[config.mk]
export PLATFORM = sky130hd
export DESIGN_NAME = dtw_score_grader
export DESIGN_NICKNAME = d
export VERILOG_FILES = /design/src/rtl/dtw_pkg.sv /design/src/rtl/dtw_grade_compare.sv /design/src/rtl/dtw_score_grader.sv
export SDC_FILE = /design/constraint.sdc
export NUM_CORES = 1
export LEC_CHECK = 0
export ABC_AREA = 1
export CELL_PAD_IN_SITES_DETAIL_PLACEMENT = 1
export CELL_PAD_IN_SITES_GLOBAL_PLACEMENT = 1
export CORE_AREA = 3 3 89 83
export CTS_BUF_LIST = sky130_fd_sc_hd__clkbuf_4 sky130_fd_sc_hd__clkbuf_8
export DETAILED_ROUTE_END_ITERATION = 8
export DIE_AREA = 0 0 92 86
export PLACE_DENSITY = 0.86
export RECOVER_POWER = 25
export SLEW_MARGIN = 20
export SYNTH_ARGS = -nofsm -noshare
export SYNTH_HDL_FRONTEND = slang
export SYNTH_SLANG_ARGS = --single-unit
[constraint.sdc]
create_clock -name clk -period 3.5 [get_ports clk]
set_input_delay 0.35 -clock clk [delete_from_list [all_inputs] [get_ports clk]]
set_output_delay 0.35 -clock clk [all_outputs]
set_load 0.03 [all_outputs]
[src/rtl/dtw_pkg.sv]
// Shared types and constants for the DTW core and its downstream grader.
package dtw_pkg;

    typedef enum logic [1:0] {
        GRADE_FAIL,
        GRADE_OK,
        GRADE_GOOD,
        GRADE_PERFECT
    } grade_t;

    typedef enum logic [2:0] {
        IDLE,
        RUN,
        GAP,
        GRADE,
        OUT
    } state_t;

    // DTW "no path" cost: 2^(w-4)-1, e.g. 63 for a 10-bit score.
    function automatic int unsigned sentinel(input int unsigned data_width);
        return (32'd1 << (data_width - 4)) - 32'd1;
    endfunction

endpackage

[src/rtl/dtw_grade_compare.sv]
// Combinational mapping of an accumulated DTW cost to a 2-bit grade.
module dtw_grade_compare
    import dtw_pkg::*;
#(
    parameter int unsigned ACC_W     = 12,
    parameter int unsigned T_PERFECT = 20,
    parameter int unsigned T_GOOD    = 60,
    parameter int unsigned T_OK      = 120
) (
    input  logic [ACC_W-1:0] acc,
    output grade_t           grade
);

    // Lower cost is better; thresholds are inclusive upper bounds.
    always_comb begin
        if (acc <= ACC_W'(T_PERFECT)) begin
            grade = GRADE_PERFECT;
        end else if (acc <= ACC_W'(T_GOOD)) begin
            grade = GRADE_GOOD;
        end else if (acc <= ACC_W'(T_OK)) begin
            grade = GRADE_OK;
        end else begin
            grade = GRADE_FAIL;
        end
    end

endmodule

[src/rtl/dtw_score_grader.sv]
// Sequences N_RUNS DTW comparisons, accumulates their costs, and hands a
// grade to the host over a valid/ready handshake.
module dtw_score_grader
    import dtw_pkg::*;
#(
    parameter int unsigned DATA_WIDTH = 10,
    parameter int unsigned N_RUNS     = 4,
    parameter int unsigned T_PERFECT  = 20,
    parameter int unsigned T_GOOD     = 60,
    parameter int unsigned T_OK       = 120,
    parameter int unsigned TIMEOUT    = 4096,
    localparam int unsigned ACC_W     = DATA_WIDTH + $clog2(N_RUNS),
    localparam int unsigned CNT_W     = $clog2(N_RUNS) + 1
) (
    input  logic                  clk,
    input  logic                  rst_n,
    input  logic                  start,
    input  logic [DATA_WIDTH-1:0] score,
    input  logic                  done,
    output logic                  dtw_ready,
    output logic [ACC_W-1:0]      total,
    output logic [1:0]            grade,
    output logic                  grade_valid,
    input  logic                  out_ready,
    output logic [CNT_W-1:0]      miss_cnt,
    output logic                  timeout_err,
    output logic                  busy
);

    localparam int unsigned TMO_W = $clog2(TIMEOUT) + 1;
    localparam logic [DATA_WIDTH-1:0] SENTINEL = DATA_WIDTH'(sentinel(DATA_WIDTH));

    state_t                  state_q, state_d;
    logic [ACC_W-1:0]        acc_q, acc_d;
    logic [CNT_W-1:0]        run_cnt_q, run_cnt_d;
    logic [TMO_W-1:0]        tmo_cnt_q, tmo_cnt_d;
    logic [ACC_W-1:0]        total_d;
    logic [1:0]              grade_d;
    logic [CNT_W-1:0]        miss_cnt_d;
    logic                    timeout_err_d;
    logic                    run_end;
    logic [DATA_WIDTH-1:0]   run_score;
    grade_t                  cmp_grade;

    dtw_grade_compare #(
        .ACC_W     (ACC_W),
        .T_PERFECT (T_PERFECT),
        .T_GOOD    (T_GOOD),
        .T_OK      (T_OK)
    ) u_compare (
        .acc   (acc_q),
        .grade (cmp_grade)
    );

    // Next-state logic for the pass sequencer, counters and result registers.
    always_comb begin
        state_d       = state_q;
        acc_d         = acc_q;
        run_cnt_d     = run_cnt_q;
        tmo_cnt_d     = tmo_cnt_q;
        total_d       = total;
        grade_d       = grade;
        miss_cnt_d    = miss_cnt;
        timeout_err_d = timeout_err;
        run_end       = 1'b0;
        run_score     = SENTINEL;

        case (state_q)
            IDLE: begin
                if (start) begin
                    acc_d         = '0;
                    run_cnt_d     = '0;
                    tmo_cnt_d     = '0;
                    miss_cnt_d    = '0;
                    timeout_err_d = 1'b0;
                    state_d       = RUN;
                end
            end
            RUN: begin
                tmo_cnt_d = tmo_cnt_q + TMO_W'(1);
                // A real done on the timeout cycle takes priority over the abort.
                run_end   = done || (tmo_cnt_q == TMO_W'(TIMEOUT - 1));
                if (run_end) begin
                    run_score = done ? score : SENTINEL;
                    acc_d     = acc_q + ACC_W'(run_score);
                    if (!done || (score == SENTINEL)) begin
                        miss_cnt_d = miss_cnt + CNT_W'(1);
                    end
                    if (!done) begin
                        timeout_err_d = 1'b1;
                    end
                    run_cnt_d = run_cnt_q + CNT_W'(1);
                    tmo_cnt_d = '0;
                    state_d   = (run_cnt_q == CNT_W'(N_RUNS - 1)) ? GRADE : GAP;
                end
            end
            // One cycle with ready low lets the DTW core fall back to its idle state.
            GAP: begin
                state_d = RUN;
            end
            GRADE: begin
                grade_d = cmp_grade;
                total_d = acc_q;
                state_d = OUT;
            end
            OUT: begin
                if (out_ready) begin
                    state_d = IDLE;
                end
            end
            default: begin
                state_d = IDLE;
            end
        endcase
    end

    // State and registered outputs; status flags are decoded from the next state.
    always_ff @(posedge clk or negedge rst_n) begin
        if (!rst_n) begin
            state_q     <= IDLE;
            acc_q       <= '0;
            run_cnt_q   <= '0;
            tmo_cnt_q   <= '0;
            total       <= '0;
            grade       <= '0;
            miss_cnt    <= '0;
            timeout_err <= 1'b0;
            dtw_ready   <= 1'b0;
            grade_valid <= 1'b0;
            busy        <= 1'b0;
        end else begin
            state_q     <= state_d;
            acc_q       <= acc_d;
            run_cnt_q   <= run_cnt_d;
            tmo_cnt_q   <= tmo_cnt_d;
            total       <= total_d;
            grade       <= grade_d;
            miss_cnt    <= miss_cnt_d;
            timeout_err <= timeout_err_d;
            dtw_ready   <= (state_d == RUN);
            grade_valid <= (state_d == OUT);
            busy        <= (state_d != IDLE);
        end
    end

endmodule

==> flow_metrics.env, run 1 <==
export IMPL_dpl_hpwl_um=6375
export IMPL_diodes=0
export IMPL_pre_cts_ws_ps=679.3
export IMPL_antenna_found_initial=0
export IMPL_cts_max_path_buffers=2
export IMPL_cp_slowest_stage_delay_ps=670
export IMPL_avgViaCountPerCell=5.240
export IMPL_ctsRootBufferMaster="clkbuf_8"
export IMPL_drive_gt1_share_pct=7.494
export IMPL_synthSimpleGateAreaFrac_pct=29.44
export IMPL_yosys_register_bits=52
export IMPL_insertion_delay_ps=300
export IMPL_synth_fp_nets=417
export IMPL_cellPowerDensity_nw_per_um2=764.2
export IMPL_postPlaceCellArea_um2=3430
export IMPL_cp_slowest_cell="clkdlybuf4s50_1"
export IMPL_drt_pass1_iter_count=4
export IMPL_synth_cell_area_um2=2988
export IMPL_hold_violations=0
export IMPL_fmax_mhz=400.4
export IMPL_post_cts_buffers=0
export IMPL_yosysUniqueCellTypes=33
export IMPL_via_count=2709
export IMPL_met2_length_um=3642
export IMPL_ant_nets=0
export IMPL_setup_worst_path_start_class="input port"
export IMPL_initialDrtViolationCount=125
export IMPL_rsz0062_at_grt="false"
export IMPL_cp_required_ps=3690
export IMPL_worst_slack_ps=1003
export IMPL_synth_compound_area_share_pct=11.43
export IMPL_grt_start_max_net_pins=30
export IMPL_overflow=0
export IMPL_grt_total_usage_pct=21.17
export IMPL_highest_layer="met4"
export IMPL_clock_sinks=52
export IMPL_gp_congestion=0.8336
export IMPL_design_area_um2=3512
export IMPL_io_buffer_count=35
export IMPL_irDropWorstVdd_mv=0.2508
export IMPL_status="complete, but fails checks"
export IMPL_synth_top_family_by_area="simple AND/OR/NAND/NOR gates"
export IMPL_synth_top_cell_area_share_pct=43.55
export IMPL_grt_pass1_vias=2785
export IMPL_cp_arrival_ps=2690
export IMPL_ys_warn_count=0
export IMPL_p_leak_nw=1.714
export IMPL_crit_type="in -> reg"
export IMPL_tritoncts="done"
export IMPL_synth_xor_area_share_pct=2.345
export IMPL_cts_buffers=5
export IMPL_grt_pass1_wl_um=13340
export IMPL_chipHeight_um=86
export IMPL_syn_avg_cell_area_um2=7.721
export IMPL_skew_ps=8.703
export IMPL_hp_class="in -> async"
export IMPL_synth_most_common_cell="nand2_1"
export IMPL_clk_pin_slew_ps=90
export IMPL_rows=28
export IMPL_dieArea_um2=7912
export IMPL_synthArstFlopShare_pct=100.0
export IMPL_netlist_top_cells_area="dfrtp_1 44%, nand2_1 15%, ha_1 5.9%"
export IMPL_setup_viol=0
export IMPL_synth_mux_area_share_pct=0
export IMPL_path_max_fanout=9
export IMPL_post_route_min_period_ps=2497
export IMPL_drcViolationCount=0
export IMPL_die_width_um=92
export IMPL_crit_chain="clkdlybuf4s50_1 -> inv_1 -> or2_2 -> ha_1 -> a21oi_1 -> nand2_1 -> nand3_1 -> nand3_1 -> a21oi_1 -> nor2_1"
export IMPL_area_delta_synth_final_pct=17.55
export IMPL_fin_tns_setup_ps=0
export IMPL_ios=36
export IMPL_ys_seq_area_share_pct=43.55
export IMPL_finalMaxSlewViolations=30
export IMPL_synth_top_flop_cell="dfrtp_1"
export IMPL_wl_per_cell_um=15.29
export IMPL_cts_resized=0
export IMPL_wl_met1_um=3918
export IMPL_violations="capacitance limit, slew limit"
export IMPL_design_core_area_um2=6516
export IMPL_initial_utilization_pct=45.85
export IMPL_tightest_slew_ps=1598
export IMPL_fin_nets=456
export IMPL_finalCritPeriodShare_pct=71.35
export IMPL_wl_um=7906
export IMPL_wl_met3_um=245
export IMPL_end_kind="register"
export IMPL_htreeDepth=2
export IMPL_fill_cells=847
export IMPL_synthAdderAreaFrac_pct=6.533
export IMPL_slew_headroom_pct=-6.529
export IMPL_synth_top_area_cell="dfrtp_1"
export IMPL_hold_buffers=0
export IMPL_syn_inst=387
export IMPL_synth_commonest_cells="118 x nand2_1, 52 x dfrtp_1, 44 x inv_1"
export IMPL_synth_edff_count=0
export IMPL_drv_cap=1
-- layout by cell type (no fill, tap or decap), types with 3 or more instances in the layout --
cell,n
nor2_1,32
o21ai_1,8
xnor2_1,5
nor3_1,9
a21oi_1,14
clkdlybuf4s50_1,34
clkbuf_8,5
nand2_2,6
ha_1,14
inv_2,3
xor2_1,3
o22ai_1,5
inv_1,44
nand4_1,4
nand3_1,20
nand2_1,118
o21ai_0,23
or2_2,6
dfrtp_1,52
-- routing by layer --
| layer | vias up | GRT usage [%] |
|---|---|---|
| li1 | 1325 | - |
| met1 | 1327 | 29.10 |
| met2 | 48 | 34.88 |
| met3 | 9 | 3.158 |
| met4 | 0 | 6.208 |
| met5 | - | 0 |
-- power breakdown --
part | switching [mW] | internal, mW | total (mW) | leakage (nW)
Combinational | 0.922 | 0.494 | 1.42 | 0.971
Clock | 0.198 | 0.140 | 0.338 | 0.0479
Sequential | 0.151 | 0.779 | 0.930 | 0.695
-- metrics by stage --
stage	cells	hold slack (ps)	power [mW]	util (%)
3_3_place_gp	509	418.0	2.289	52.63
6_report	517	427.5	2.684	53.90
3_5_place_dp	509	429.2	2.353	52.63
4_1_cts	517	93.35	2.701	53.97
5_1_grt	517	517.6	2.896	53.90
2_1_floorplan	387	54.41	1.862	-
-- cell type report --
type                    count  area (um^2)  share of cell area (%)
well taps                  90        112.6                   3.206
inverters                  47        176.4                   5.023
repair buffers             36        347.8                   9.904
clock inverters             3        18.77                  0.5344
flip-flops and latches     52         1301                   37.05
clock buffers               5        68.82                   1.959
multi-input cells         284         1486                   42.32
-- final timing paths --
check	startpoint	end	cells past startpoint	slack, ps
worst max register to register	tmo_cnt_q[0]	miss_cnt[1]	8	1500
min in group clk	total[9]	total[9]	2	480
worst max-delay path	done	acc_q[11]	10	1000
worst min register to register	total[9]	total[9]	2	480
max in group asynchronous	rst_n	total[3]	2	1230
worst min-delay path	rst_n	tmo_cnt_q[8]	1	430
-- flip-flops by register name (all words and copies together) (netlist names) --
register,count
acc_q,12
state_q,3
run_cnt_q,3
timeout_err,1
total,12
dtw_ready,1
grade,2
busy,1
miss_cnt,3
grade_valid,1
tmo_cnt_q,13
-- critical path: cells and delay by family --
kind / cells / cell delay, ps
compound gates: 2 / 390
fa+ha+maj: 1 / 350
buf+inv: 2 / 870
simple gates: 5 / 730
-- logic make-up after synthesis --
family | count (synthesis)
adders and majority gates | 15
buffers and inverters | 51
AOI/OAI and AO/OA | 59
and+or+nand+nor | 202
DFF | 52
xor gates and xnor gates | 8
No activity file was read; power rests on OpenSTA's default activity.
==> inputs of run 2 (changes only) <==
Settings changed: CORE_AREA 3 3 89 83 to 3 3 98 91, DIE_AREA 0 0 92 86 to 0 0 101 94, PLACE_DENSITY 0.86 to 0.76.
Clock period 3.5 ns to 2 ns, I/O delays scaled along.
==> run 2 against run 1 <==
Effect of this change:
- the run now ends clean
- register-to-register slack got worse by 1300 ps
- critical path depth down 2
- clock skew rose by 4.6 ps
- global-route usage down 2.6 points
- sequential power is 77% higher
- critical path type is now reg -> reg
- critical endpoint is now acc_q[3]
==> flow_metrics.env, run 2 (synthesis gave the netlist of run 1 again) <==
export IMPL_drcViolationCount=0
export IMPL_drv_cap=0
export IMPL_utilization_pct=48.62
export IMPL_via_count=2822
export IMPL_diodes=0
export IMPL_design_area_um2=3885
export IMPL_overflow=0
export IMPL_dpl_hpwl_um=6511
export IMPL_irDropWorstVdd_mv=0.4288
export IMPL_crit_type="reg -> reg"
export IMPL_finalCritPeriodShare_pct=90.84
export IMPL_wl_um=8648
export IMPL_critPathBufInv=1
export IMPL_status="finished clean"
export IMPL_crit_chain="ha_1 -> nand3_2 -> nor2_4 -> nand2_4 -> a21oi_4 -> buf_4 -> nand2_1 -> o21ai_1"
export IMPL_pre_cts_ws_ps=-300.4
export IMPL_regMostFlops="tmo_cnt_q"
export IMPL_tritoncts="done"
export IMPL_clock_sinks=52
export IMPL_area_delta_synth_final_pct=30.03
export IMPL_grt_pass1_vias=2799
export IMPL_largest_reg_flops=13
export IMPL_insertion_delay_ps=310
export IMPL_p_int_mw=2.992
export IMPL_postPlaceCellArea_um2=3641
export IMPL_ios=36
export IMPL_critPathTopFamily="simple AND/OR/NAND/NOR gates"
export IMPL_path_max_fanout=7
export IMPL_rows=31
export IMPL_finalMaxSlewViolations=0
export IMPL_layout_common_cells="117 x nand2_1, 52 x dfrtp_1, 43 x inv_1"
export IMPL_gp_congestion=0.8483
export IMPL_fin_nets=486
export IMPL_grt_total_usage_pct=18.53
export IMPL_setup_worst_path_start_class="register"
export IMPL_clkPwrFrac_pct=14.2
export IMPL_p_leak_nw=1.893
export IMPL_cp_arrival_ps=2060
export IMPL_drt_pass1_iter_count=4
export IMPL_cp_required_ps=2240
export IMPL_wl_per_cell_um=15.55
export IMPL_hold_violations=0
export IMPL_cts_buffers=5
export IMPL_cts_max_path_buffers=2
export IMPL_cp_slowest_cell="dfrtp_1"
export IMPL_power_total_mw=5.392
export IMPL_io_buffer_count=35
export IMPL_top_regs="tmo_cnt_q (13), acc_q (12), total (12)"
export IMPL_dieArea_um2=9494
export IMPL_design_core_area_um2=7990
export IMPL_p_sw_share_pct=44.50
export IMPL_worst_slack_ps=183.1
export IMPL_chipHeight_um=94
export IMPL_avgViaCountPerCell=5.076
export IMPL_antenna_found_initial=0
export IMPL_hp_class="in -> reg"
export IMPL_pwr_share_comb_pct=55.2
export IMPL_initial_utilization_pct=37.39
export IMPL_ctsRootBufferMaster="clkbuf_8"
export IMPL_fmax_mhz=550.4
export IMPL_initialDrtViolationCount=122
export IMPL_power_switching_mw=2.400
export IMPL_grt_start_max_net_pins=28
export IMPL_clk_pin_slew_ps=100
export IMPL_end_kind="register"
export IMPL_htreeDepth=2
export IMPL_hold_ws_ps=433.5
export IMPL_setup_viol=0
export IMPL_rsz0062_at_grt="false"
export IMPL_grt_pass1_wl_um=13810
export IMPL_layout_commonest_cell="nand2_1"
export IMPL_seq_power_share_pct=30.6
export IMPL_die_width_um=101
export IMPL_skew_ps=13.28
export IMPL_ant_nets=0
export IMPL_cellPowerDensity_nw_per_um2=1388
export IMPL_slew_headroom_pct=53.88
export IMPL_post_route_min_period_ps=1817
export IMPL_cp_slowest_stage_delay_ps=400
export IMPL_drive_gt1_share_pct=16.63
export IMPL_tightest_slew_ps=691.7
-- run 2: cell count changes in the layout (fill, tap and decap cells not counted), moves of 4 or more --
cell / previous run / this run
ha_1: 14 / 9
a21oi_2: 0 / 5
ha_4: 0 / 5
buf_4: 0 / 27
a21oi_1: 14 / 10
-- run 2: final cells by class --
type | count | area [um^2]
well taps | 99 | 123.9
multi-input cells | 285 | 1585
flip-flops and latches | 52 | 1301
clock inverters | 2 | 38.79
fillers | 997 | 4105
inverters | 47 | 176.4
repair buffers | 65 | 576.8
clock buffers | 6 | 82.58
-- run 2: power by group through the flow --
| stage | Sequential, mW | Combinational (mW) | Clock [mW] |
|---|---|---|---|
| 6_report | 1.65 | 2.98 | 0.768 |
| 5_1_grt | 1.69 | 3.28 | 0.826 |
| 4_1_cts | 1.63 | 2.81 | 0.791 |
| 3_5_place_dp | 1.65 | 2.75 | 0 |
| 3_3_place_gp | 1.63 | 2.69 | 0 |
| 2_1_floorplan | 1.89 | 1.36 | 0 |
-- run 2: repair_timing --
item,CTS,global route
hold endpoints to repair,26,0
gates cloned,0,1
gates resized for setup,2,16
buffers inserted,0,3
hold buffers,1,0
setup endpoints to repair,2,12
pin swaps,0,1
-- run 2: through the flow --
stage / instances / setup TNS, ps
3_5_place_dp: 543 / -2374
2_1_floorplan: 387 / 0
6_report: 556 / 0
4_1_cts: 552 / 0
5_1_grt: 556 / 0
3_3_place_gp: 543 / -1967
-- run 2: worst register-to-register path, stage by stage, from the launching register on --
cell,delay (ps)
dfrtp_1,400
ha_1,210
nand3_2,170
nor2_4,220
nand2_4,120
a21oi_4,270
buf_4,200
nand2_1,70
o21ai_1,90
-- run 2: path summary, 6_finish.rpt --
check | from | slack (ps) | cells after the start | end
max | tmo_cnt_q[0] | 180 | 8 | acc_q[3]
min | done | 430 | 4 | state_q[1]
max reg2reg | tmo_cnt_q[0] | 180 | 8 | acc_q[3]
min reg2reg | total[9] | 480 | 2 | total[9]
max in group asynchronous | rst_n | 470 | 3 | tmo_cnt_q[6]
min in group asynchronous | rst_n | 460 | 2 | miss_cnt[2]
-- run 2: metal layers --
metal	share of wire, %	global-route usage (%)	wire length (um)
met1	48	26.62	4109
met2	48	29.50	4147
met3	3.5	2.450	300
met4	1.1	4.651	91
met5	0	0	0
